==> config.mk <==
export PLATFORM = sky130hd
export DESIGN_NAME = nmr_acq_capture
export DESIGN_NICKNAME = d
export VERILOG_FILES = /design/src/rtl/nmr_acq_capture.sv
export SDC_FILE = /design/constraint.sdc
export NUM_CORES = 1
export LEC_CHECK = 0
export CAP_MARGIN = 0
export CORE_MARGIN = 10
export CORE_UTILIZATION = 40
export DETAILED_ROUTE_END_ITERATION = 8
export HOLD_SLACK_MARGIN = 0.06
export PLACE_DENSITY = 0.63
export SYNTH_ARGS = -nofsm -noshare
export SYNTH_HDL_FRONTEND = slang
export SYNTH_SLANG_ARGS = --single-unit
==> constraint.sdc <==
create_clock -name CLK -period 9.3 [get_ports CLK]
set_clock_uncertainty 0.1 [all_clocks]
set_input_delay 2.325 -clock CLK [delete_from_list [all_inputs] [get_ports CLK]]
set_output_delay 2.325 -clock CLK [all_outputs]
set_load 0.01 [all_outputs]
==> src/rtl/nmr_acq_capture.sv <==
`default_nettype none
// ============================================================================
// Module      : nmr_acq_capture
// Description : Receive-side capture for the NMR pulse program sequencer.
//               Samples ADC_DATA once per ADC_CLK rising edge while the
//               sequencer holds ACQ_WND inside an active sequence (FSMSTAT),
//               packs two samples per 32-bit word (earlier sample in the low
//               half), buffers words in a show-ahead FIFO and presents them on
//               a valid/ready stream. Keeps per-sequence echo/sample counters
//               and a sticky overflow flag.
// Ports       : CLK, RESET_N        - clock, async active-low reset
//               FSMSTAT, ACQ_WND    - sequence-active flag, acquisition window
//               ADC_CLK, ADC_DATA   - ADC sample clock (CLK domain) and data
//               OUT_DATA/VALID/READY- output word stream (FIFO head)
//               ECHO_CNT, SAMPLE_CNT- windows / samples of current-last sequence
//               OVERFLOW            - sticky word-dropped flag
//               BUSY, DONE          - sequence in progress, completion pulse
// Revision    : 1.0 - initial release
// ============================================================================
module nmr_acq_capture #(
    parameter int DATABUS_WIDTH   = 32,
    parameter int ADC_WIDTH       = 14,
    parameter int FIFO_DEPTH_LOG2 = 4,
    parameter int CNT_WIDTH       = 16
) (
    input  logic                     CLK,
    input  logic                     RESET_N,
    input  logic                     FSMSTAT,
    input  logic                     ACQ_WND,
    input  logic                     ADC_CLK,
    input  logic [ADC_WIDTH-1:0]     ADC_DATA,
    output logic [DATABUS_WIDTH-1:0] OUT_DATA,
    output logic                     OUT_VALID,
    input  logic                     OUT_READY,
    output logic [CNT_WIDTH-1:0]     ECHO_CNT,
    output logic [CNT_WIDTH-1:0]     SAMPLE_CNT,
    output logic                     OVERFLOW,
    output logic                     BUSY,
    output logic                     DONE
);

    localparam int FIFO_DEPTH = 1 << FIFO_DEPTH_LOG2;
    localparam int PTR_W      = FIFO_DEPTH_LOG2 + 1;

    typedef enum logic [2:0] {
        ST_IDLE    = 3'd0,
        ST_ARMED   = 3'd1,
        ST_CAPTURE = 3'd2,
        ST_GAP     = 3'd3,
        ST_FLUSH   = 3'd4
    } state_t;

    // ------------------------------------------------------------------
    // Registered state
    // ------------------------------------------------------------------
    state_t                 state_q,      state_d;
    logic                   adc_clk_q;
    logic                   fsmstat_q;
    logic [CNT_WIDTH-1:0]   echo_cnt_q,   echo_cnt_d;
    logic [CNT_WIDTH-1:0]   sample_cnt_q, sample_cnt_d;
    logic                   overflow_q,   overflow_d;
    logic                   pend_valid_q, pend_valid_d;
    logic [15:0]            pend_data_q,  pend_data_d;
    logic [PTR_W-1:0]       wr_ptr_q,     wr_ptr_d;
    logic [PTR_W-1:0]       rd_ptr_q,     rd_ptr_d;
    logic [DATABUS_WIDTH-1:0] mem_q [FIFO_DEPTH];

    // ------------------------------------------------------------------
    // Combinational helpers
    // ------------------------------------------------------------------
    logic                     strobe;
    logic                     fsm_rise;
    logic                     clear_stats;
    logic                     push;
    logic [DATABUS_WIDTH-1:0] push_word;
    logic                     push_ok;
    logic                     pop;
    logic                     fifo_empty;
    logic                     fifo_full;
    logic [15:0]              sample16;

    // ACQ_WND and FSMSTAT-low are acted on as levels; only the ADC clock and
    // the sequence start need edge detection.
    assign strobe   = ADC_CLK & ~adc_clk_q;
    assign fsm_rise = FSMSTAT & ~fsmstat_q;
    assign sample16 = 16'(ADC_DATA);

    // ------------------------------------------------------------------
    // Sequencing FSM, counters and packer
    // ------------------------------------------------------------------
    always_comb begin
        state_d      = state_q;
        echo_cnt_d   = echo_cnt_q;
        sample_cnt_d = sample_cnt_q;
        pend_valid_d = pend_valid_q;
        pend_data_d  = pend_data_q;
        clear_stats  = 1'b0;
        push         = 1'b0;
        push_word    = '0;

        case (state_q)
            ST_IDLE: begin
                if (fsm_rise) begin
                    state_d      = ST_ARMED;
                    echo_cnt_d   = '0;
                    sample_cnt_d = '0;
                    clear_stats  = 1'b1;
                end
            end

            ST_ARMED: begin
                if (!FSMSTAT) begin
                    state_d = ST_FLUSH;
                end else if (ACQ_WND) begin
                    state_d    = ST_CAPTURE;
                    echo_cnt_d = echo_cnt_q + CNT_WIDTH'(1);
                end
            end

            ST_CAPTURE: begin
                // A strobe on the same edge that closes the window is dropped;
                // any pending half-word is padded out in the following state.
                if (!FSMSTAT) begin
                    state_d = ST_FLUSH;
                end else if (!ACQ_WND) begin
                    state_d = ST_GAP;
                end else if (strobe) begin
                    if (sample_cnt_q != {CNT_WIDTH{1'b1}}) begin
                        sample_cnt_d = sample_cnt_q + CNT_WIDTH'(1);
                    end
                    if (pend_valid_q) begin
                        push         = 1'b1;
                        push_word    = DATABUS_WIDTH'({sample16, pend_data_q});
                        pend_valid_d = 1'b0;
                    end else begin
                        pend_data_d  = sample16;
                        pend_valid_d = 1'b1;
                    end
                end
            end

            ST_GAP: begin
                // First GAP cycle flushes an odd sample so each echo starts
                // word-aligned.
                if (pend_valid_q) begin
                    push         = 1'b1;
                    push_word    = DATABUS_WIDTH'({16'h0000, pend_data_q});
                    pend_valid_d = 1'b0;
                end
                if (!FSMSTAT) begin
                    state_d = ST_FLUSH;
                end else if (ACQ_WND) begin
                    state_d    = ST_CAPTURE;
                    echo_cnt_d = echo_cnt_q + CNT_WIDTH'(1);
                end
            end

            ST_FLUSH: begin
                if (pend_valid_q) begin
                    push         = 1'b1;
                    push_word    = DATABUS_WIDTH'({16'h0000, pend_data_q});
                    pend_valid_d = 1'b0;
                end
                state_d = ST_IDLE;
            end

            default: begin
                state_d      = ST_IDLE;
                pend_valid_d = 1'b0;
            end
        endcase
    end

    // ------------------------------------------------------------------
    // FIFO control
    // ------------------------------------------------------------------
    assign fifo_empty = (wr_ptr_q == rd_ptr_q);
    assign fifo_full  = (wr_ptr_q[PTR_W-1] != rd_ptr_q[PTR_W-1]) &&
                        (wr_ptr_q[PTR_W-2:0] == rd_ptr_q[PTR_W-2:0]);
    assign pop        = ~fifo_empty & OUT_READY;
    // A pop frees the head slot in the same cycle, so a full FIFO can still
    // take a word when the consumer is reading.
    assign push_ok    = push & (~fifo_full | pop);
    assign wr_ptr_d   = wr_ptr_q + PTR_W'(push_ok);
    assign rd_ptr_d   = rd_ptr_q + PTR_W'(pop);

    always_comb begin
        overflow_d = overflow_q;
        if (clear_stats) begin
            overflow_d = 1'b0;
        end
        if (push && !push_ok) begin
            overflow_d = 1'b1;
        end
    end

    // ------------------------------------------------------------------
    // Sequential logic
    // ------------------------------------------------------------------
    always_ff @(posedge CLK or negedge RESET_N) begin
        if (!RESET_N) begin
            state_q      <= ST_IDLE;
            adc_clk_q    <= 1'b0;
            fsmstat_q    <= 1'b0;
            echo_cnt_q   <= '0;
            sample_cnt_q <= '0;
            overflow_q   <= 1'b0;
            pend_valid_q <= 1'b0;
            pend_data_q  <= '0;
            wr_ptr_q     <= '0;
            rd_ptr_q     <= '0;
        end else begin
            state_q      <= state_d;
            adc_clk_q    <= ADC_CLK;
            fsmstat_q    <= FSMSTAT;
            echo_cnt_q   <= echo_cnt_d;
            sample_cnt_q <= sample_cnt_d;
            overflow_q   <= overflow_d;
            pend_valid_q <= pend_valid_d;
            pend_data_q  <= pend_data_d;
            wr_ptr_q     <= wr_ptr_d;
            rd_ptr_q     <= rd_ptr_d;
        end
    end

    // Storage array carries no reset; validity is tracked by the pointers.
    always_ff @(posedge CLK) begin
        if (push_ok) begin
            mem_q[wr_ptr_q[PTR_W-2:0]] <= push_word;
        end
    end

    // ------------------------------------------------------------------
    // Outputs
    // ------------------------------------------------------------------
    // Head word is forced to zero when empty so reset/idle reads are clean.
    assign OUT_DATA   = fifo_empty ? '0 : mem_q[rd_ptr_q[PTR_W-2:0]];
    assign OUT_VALID  = ~fifo_empty;
    assign ECHO_CNT   = echo_cnt_q;
    assign SAMPLE_CNT = sample_cnt_q;
    assign OVERFLOW   = overflow_q;
    assign BUSY       = (state_q != ST_IDLE);
    assign DONE       = (state_q == ST_FLUSH);

endmodule
`default_nettype wire

* After elaboration in Yosys (flattened, before gate mapping)
Memories as Yosys holds them, arrays and structs flattened. Cells that the tools add are included.
Word-level totals: bits in registers 63, bits in writable memories 480, bits of input ports 20, logic and storage cells 97, memories kept 1
Operators by class: add/sub/neg operators 4, equality and inequality tests 17, mux-type cells 38, bitwise logic cells 11, reductions and logical operators 16
Memories:
- mem_q | words 16, bits a word 30, read ports 1, clocked after memory_dff 0, write ports 1, line 66 | logic [DATABUS_WIDTH-1:0] mem_q [FIFO_DEPTH];
Operators by type and width (number):
- $mux W30 | 4
- $mux W16 | 7
- $pmux W16 S2 | 2
- $pmux W30 S2 | 1
- $add A16 B1 Y16 const B | 2
- $mux W32 | 1
- $ne A16 B16 Y1 const B | 1
- $mux W3 | 5
- $mux W1 | 14
- $mux W14 | 1
- $add A5 B1 Y5 | 2
- $ne A2 B2 Y1 const B | 5
- $pmux W3 S3 | 1
- $reduce_and A4 Y1 | 2
- $eq A3 B2 Y1 const B | 2
- $not A1 Y1 | 6
- $reduce_and A6 Y1 | 1
- $reduce_bool A2 Y1 | 3
- $reduce_or A2 Y1 | 3
- $eq A5 B5 Y1 | 1
- $reduce_and A5 Y1 | 1
- $and A1 B1 Y1 | 4
- $eq A4 B4 Y1 | 1
- $ne A2 B1 Y1 const B | 2
- other kinds (12) | 14

* Logic depth before layout (Yosys ltp)
Gate-level depths: netlist of run 1.
word-level depth 10, depth in mapped cells 12, mapped depth without buffers 9

* Least setup slack after synthesis of run 1
No wires, ideal clock.
kind input to register, start input FSMSTAT, end memory mem_q[4][0] (netlist name) (enable), library setup time 0.484 ns, arrival time 5.877 ns, required time 8.716 ns, setup slack 2.839 ns, stages on the path 5, buffers on the path 0, cells stage by stage and4b_1 > o21ai_0 > a21oi_1 > nand2_2 > nor4_1
On the way: longest elaborated chain between the ends 5
Ends and longest elaborated chain:
- start: declaration | line 28 | input logic FSMSTAT,
- $mux W1 | line 123 | if (!FSMSTAT) begin
- $pmux W1 S2 | line 101 | case (state_q)
- $and A1 B1 Y1 | line 183 | assign push_ok = push & (~fifo_full | pop);
- $mux W1 | line 228 | if (push_ok) begin
- $mux W1 (implied by the code) | line 229 | mem_q[wr_ptr_q[PTR_W-2:0]] <= push_word;
- end: declaration | line 66
Every way passes these cells.

* Final worst setup path of run 1
start register rd_ptr_q[1], end output OUT_DATA[2]
On the way: longest elaborated chain between the ends 2, elaborated cells on any way between the ends 3, classes of those cells eq/ne (1); mux (1); memory (1)
Ends and longest elaborated chain:
- start: declaration | line 65 | logic [PTR_W-1:0] rd_ptr_q, rd_ptr_d;
- start signal: assignment | line 222 | rd_ptr_q <= rd_ptr_d;
- $mem_v2 Z16 W30 / $eq A5 B5 Y1 (equally long branches)
- $mux W32 * | line 237 | assign OUT_DATA = fifo_empty ? '0 : mem_q[rd_ptr_q[PTR_W-2:0]];
- end: declaration | line 32 | output logic [DATABUS_WIDTH-1:0] OUT_DATA,
Mark *: on every way between the ends. The rest lies on a longest branch, timed or not.

==> results.toml, run 1 <==
[final_layout]
n_fill_cell = 4187
drive_gt1_frac = 0.250
mostFrequentLayoutCells = "edfxtp_1, mux4_2, clkdlybuf4s50_1"
area_growth_pct = 16.6
nNetsFinal = 1138
finish.utilization = 0.472
layout_commonest_cell = "edfxtp_1"
num_antenna_cells = 0

[worst_setup_path]
worst-r2r-setup-slack_ns = 5.53
endpoint_kind = "output pin"
crit_end = "OUT_DATA[2]"
cp_max_fo = 48
rr_startpoint = "state_q[0]"
r2r_end = "mem_q[8][22]"
worst_ep_arrival_time_ns = 4.30
worst-r2r-cell-count = 9
path_class = "reg -> out"
required_ns = 6.88
startpoint = "rd_ptr_q[1]"
cp-start-kind = "flop"

[die]
core_um2 = 50300
dieArea_um2 = 60300
chipWidth_um = 246
io_pins = 88
start_util = 0.405
core.rowCount = 82
die_h_um = 246

[clock_network]
hold_buffers = 0
clockBufferDepth = 3
cts_setup_buffers = 0
root_buffer = "clkbuf_16"
cts_buffers = 52
cts_max_level = 2
clock_latency_ns = 0.60
post_cts_resized = 0
cts_tree = "done"
path_clk_slew_ns = 0.07
cts.sinks = 511

[timing]
fin_tns_setup_ns = 0
fmax_mhz = 149
period_share = 0.723
finalSetupViolations = 0
setup_ws_ns = 2.58
final-hold-violation-count = 0
slew_headroom = 0.217
hold-worst-slack_ns = 0.398
slew_violations = 0
period_minus_slack_ns = 6.72
rsz0062_at_grt = "false"
worst_pin_slew_ns = 1.17

[power]
leakagePower_nw = 6.85
p_per_area_nw_per_um2 = 254
irDropWorstVdd_uv = 227

[synth]
synth_flop_cell = "edfxtp_1"
syn_inst = 1001
yosysWarnings = 0
syn_area_per_cell_um2 = 20.3
synth_edf_count = 448
async_flop_share = 0.123
ys_types = 51
synth_seq_cells = 511
yosysSeqAreaShare = 0.738
netlist_area_um2 = 20400

[routing]
first_pass_iters = 5
dr_total_vias = 10100
wire_per_inst_um = 25.6
avgViaCountPerCell = 5.54
drc = 0
drtAntennaViolNets = 0
wl_mm = 46.7
drtIter0Drc = 934

[placement]
place_congestion = 0.764
hpwl_mm = 25.8
dpl_worst_slack_ns = 3.11
portBuffers = 83

[min_path]
min_path_cells = 1
min_path_type = "reg -> reg"

[grt]
grt_max_degree = 83
grt_pass1_wl_mm = 69.8
grt_overflow = 0
antenna_found_initial = 1
gr-usage-all-layers = 0.155
first_global_vias = 10700

[status]
status = "finished, final reports clean"

[job]
cap_viol_max_count = 0
## metrics by stage
| stage | power (mW) | instances | area (µm²) |
|---|---|---|---|
| 6_report | 6.03 | 1826 | 23700 |
| 5_1_grt | 6.27 | 1826 | 23700 |
| 4_1_cts | 6.12 | 1826 | 23700 |
| 3_5_place_dp | 4.05 | 1730 | 22100 |
| 3_3_place_gp | 4.04 | 1730 | 22100 |
| 2_1_floorplan | 3.58 | 1004 | 20400 |
## power breakdown
group / internal, mW / switching, mW / leakage [nW]
Combinational: 0.669 / 0.615 / 1.82
Clock: 1.19 / 0.870 / 0.831
Sequential: 2.55 / 0.132 / 4.20
Total: 4.41 / 1.62 / 6.85
## routing by layer
layer	GRT usage	routed length (µm)	vias up
li1	-	-	4288
met1	0.215	20200	5418
met2	0.245	22300	341
met3	0.0303	3110	63
met4	0.0485	1110	2
met5	0	10	-
## cell families (layout without fill, tap and decap cells)
family,after synthesis,in the layout,synth area share
flops,511,511,0.738
simple gates,179,179,0.0499
mux,155,155,0.163
buf+inv,67,217,0.0170
compound gates,61,61,0.0190
xor+xnor,21,21,0.00903
fa+ha+maj,6,6,0.00369
other cells,1,4,0.000184
## registers in the layout (all words and copies together), names as in the netlist, 3 cells and up
signal	flops
rd_ptr_q	5
pend_data_q	14
ECHO_CNT	16
state_q	3
SAMPLE_CNT	16
mem_q	448
wr_ptr_q	5
## critical path: stages, from the launching register on
cell and delay (ns):
dfrtp_4 0.73, buf_4 0.60, buf_4 0.69, mux4_2 0.41
mux4_2 0.47, nor2b_1 0.16, clkdlybuf4s50_1 0.53
## cell usage after synthesis (4+ instances only)
library cell	number	share of area
nor2b_1	31	0.0095
edfxtp_1	448	0.66
or3_1	5	0.0015
inv_1	12	0.0022
and2_1	29	0.0089
mux2_2	15	0.0083
buf_4	5	0.0018
buf_6	8	0.0044
nor4_1	7	0.0022
xnor2_1	11	0.0047
xor2_1	10	0.0043
dfrtp_1	63	0.077
nand4_1	6	0.0018
a21oi_1	10	0.0025
o21ai_1	4	0.00098
nor3_1	13	0.0032
buf_1	9	0.0017
ha_1	6	0.0037
o31ai_1	11	0.0041
o21ai_0	24	0.0059
nand2_1	19	0.0035
mux4_2	140	0.15
buf_2	12	0.0029
clkbuf_1	21	0.0039
nor2_1	26	0.0048
nand3_1	16	0.0039
nand2b_1	7	0.0022
## area by class of cell
type	instances	area, µm²	area share
well taps	672	841	0.0354
inverters	12	45.0	0.00190
multi-input cells	426	5110	0.215
clock inverters	34	312	0.0131
clock buffers	62	1370	0.0577
flip-flops and latches	511	15000	0.633
repair buffers	109	1030	0.0435
## how the worst min path moves through the flow
stage                    startpoint              end  slack (ns)
floorplan               wr_ptr_q[4]      wr_ptr_q[4]        0.37
global placement     pend_data_q[4]   pend_data_q[4]        0.38
detailed placement   pend_data_q[5]   pend_data_q[5]        0.38
CTS                     rd_ptr_q[4]      rd_ptr_q[4]        0.39
global route        pend_data_q[13]  pend_data_q[13]        0.41
finish                  rd_ptr_q[4]      rd_ptr_q[4]        0.40
No activity file was read; power rests on OpenSTA's default activity.
==> run 2, diff against run 1 <==
==> constraint.sdc (replaced) <==
create_clock -name CLK -period 6.87 [get_ports CLK]
set_clock_uncertainty 0.1 [all_clocks]
set_input_delay 1.7175 -clock CLK [delete_from_list [all_inputs] [get_ports CLK]]
set_output_delay 1.7175 -clock CLK [all_outputs]
set_load 0.01 [all_outputs]
==> results.toml, run 2 (synthesis results as in run 1) <==
[worst_setup_path]
cp-start-kind = "flop"
worst-r2r-cell-count = 9
worst_ep_arrival_time_ns = 3.71
path_class = "reg -> out"
r2r_end = "mem_q[10][5]"
cp_max_fo = 42
required_ns = 5.05
endpoint_kind = "output pin"
rr_startpoint = "state_q[0]"
worst-r2r-setup-slack_ns = 3.40

[clock_network]
cts_buffers = 52
root_buffer = "clkbuf_16"
hold_buffers = 0
path_clk_slew_ns = 0.06
cts.sinks = 511
clock_latency_ns = 0.60
cts_setup_buffers = 0
clockBufferDepth = 3
cts_tree = "done"
post_cts_resized = 0
cts_max_level = 2

[routing]
dr_total_vias = 10100
wl_mm = 45.5
drtIter0Drc = 895
first_pass_iters = 5
drtAntennaViolNets = 0
drc = 0
avgViaCountPerCell = 5.48
wire_per_inst_um = 24.8

[power]
swShare = 0.266
p_per_area_nw_per_um2 = 342
p_comb_frac = 0.216
p_total_mw = 8.15
switching_power_mw = 2.17
power_frac_clock = 0.338
leakagePower_nw = 6.88
p_seq_frac = 0.446
intPower_mw = 5.98
irDropWorstVdd_uv = 212

[die]
start_util = 0.405
die_h_um = 246
core_um2 = 50300
io_pins = 88
dieArea_um2 = 60300
core.rowCount = 82
chipWidth_um = 246

[min_path]
min_path_cells = 1
hold_path_startpoint = "wr_ptr_q[4]"
min_path_type = "reg -> reg"
hold_end = "wr_ptr_q[4]"

[timing]
finalSetupViolations = 0
rsz0062_at_grt = "false"
fmax_mhz = 181
final-hold-violation-count = 0
period_minus_slack_ns = 5.53
worst_pin_slew_ns = 1.02
slew_headroom = 0.316
fin_tns_setup_ns = 0
period_share = 0.805
slew_violations = 0

[placement]
portBuffers = 83
place_congestion = 0.763
place_area_um2 = 22200
hpwl_mm = 26.1

[grt]
grt_pass1_wl_mm = 68.8
first_global_vias = 10700
grt_overflow = 0
grt_max_degree = 86
antenna_found_initial = 2
gr-usage-all-layers = 0.152

[final_layout]
nNetsFinal = 1147
drive_gt1_frac = 0.251
largest_reg_flops = 448
n_fill_cell = 4183
area_growth_pct = 17.0
layout_commonest_cell = "edfxtp_1"
design_area_um2 = 23800
mostFrequentLayoutCells = "edfxtp_1, mux4_2, clkdlybuf4s50_1"

[status]
status = "finished, final reports clean"

[job]
cap_viol_max_count = 0
run 2: changes by cell type in the layout (fill, tap and decap cells not counted):
cell,before,now
buf_4,25,32
clkinv_2,13,6
clkbuf_1,8,14
buf_12,1,3
clkinv_4,0,2
clkbuf_8,1,0
clkinvlp_4,1,2
diode_2,0,1
inv_16,2,1
run 2: worst max-delay path: stages (launching register included):
cell and delay [ns]:
dfrtp_4 0.89, buf_12 0.39, mux4_2 0.57, mux4_2 0.52, nor2b_1 0.16, clkdlybuf4s50_1 0.56
run 2: routing by layer:
metal | track usage | wire (µm) | up-vias
met1 | 0.211 | 20100 | 5343
li1 | - | - | 4324
met2 | 0.237 | 21600 | 325
met5 | 0 | 21 | -
met3 | 0.0340 | 2830 | 66
met4 | 0.0445 | 930 | 4
run 2: worst max path at each step:
stage | slack [ns] | startpoint | end
6_report | 1.34 | rd_ptr_q[0] | OUT_DATA[23]
3_3_place_gp | 1.64 | FSMSTAT | mem_q[14][16]
3_5_place_dp | 1.57 | FSMSTAT | mem_q[10][21]
2_1_floorplan | 1.02 | FSMSTAT | mem_q[4][0]
4_1_cts | 1.19 | rd_ptr_q[0] | OUT_DATA[23]
5_1_grt | 1.12 | rd_ptr_q[0] | OUT_DATA[23]
run 2: final cells by class:
class | count | area (µm²) | share of cell area
Antenna cell | 1 | 2.50 | 0.000105
Multi-Input combinational cell | 426 | 5110 | 0.214
Timing Repair Buffer | 118 | 1130 | 0.0473
Inverter | 12 | 45.0 | 0.00189
Sequential cell | 511 | 15000 | 0.631
Clock buffer | 67 | 1380 | 0.0579
Clock inverter | 29 | 282 | 0.0118
Tap cell | 672 | 841 | 0.0353
run 2: per-stage QoR:
stage | worst slack, ns | utilization | hold slack (ns) | cells
2_1_floorplan | 1.02 | - | 0.366 | 1004
3_3_place_gp | 1.64 | 0.441 | 0.381 | 1739
3_5_place_dp | 1.57 | 0.441 | 0.384 | 1739
4_1_cts | 1.19 | 0.474 | 0.398 | 1835
5_1_grt | 1.12 | 0.474 | 0.414 | 1835
6_report | 1.34 | 0.474 | 0.395 | 1836
run 2: power groups by stage:
stage                     Clock, mW  Sequential [mW]  Combinational [mW]
after floorplan                   0             3.55                1.30
after global placement            0             3.70                1.81
after detailed placement          0             3.70                1.81
after CTS                      2.82             3.64                1.82
after global routing           2.95             3.66                1.89
final                          2.75             3.64                1.76
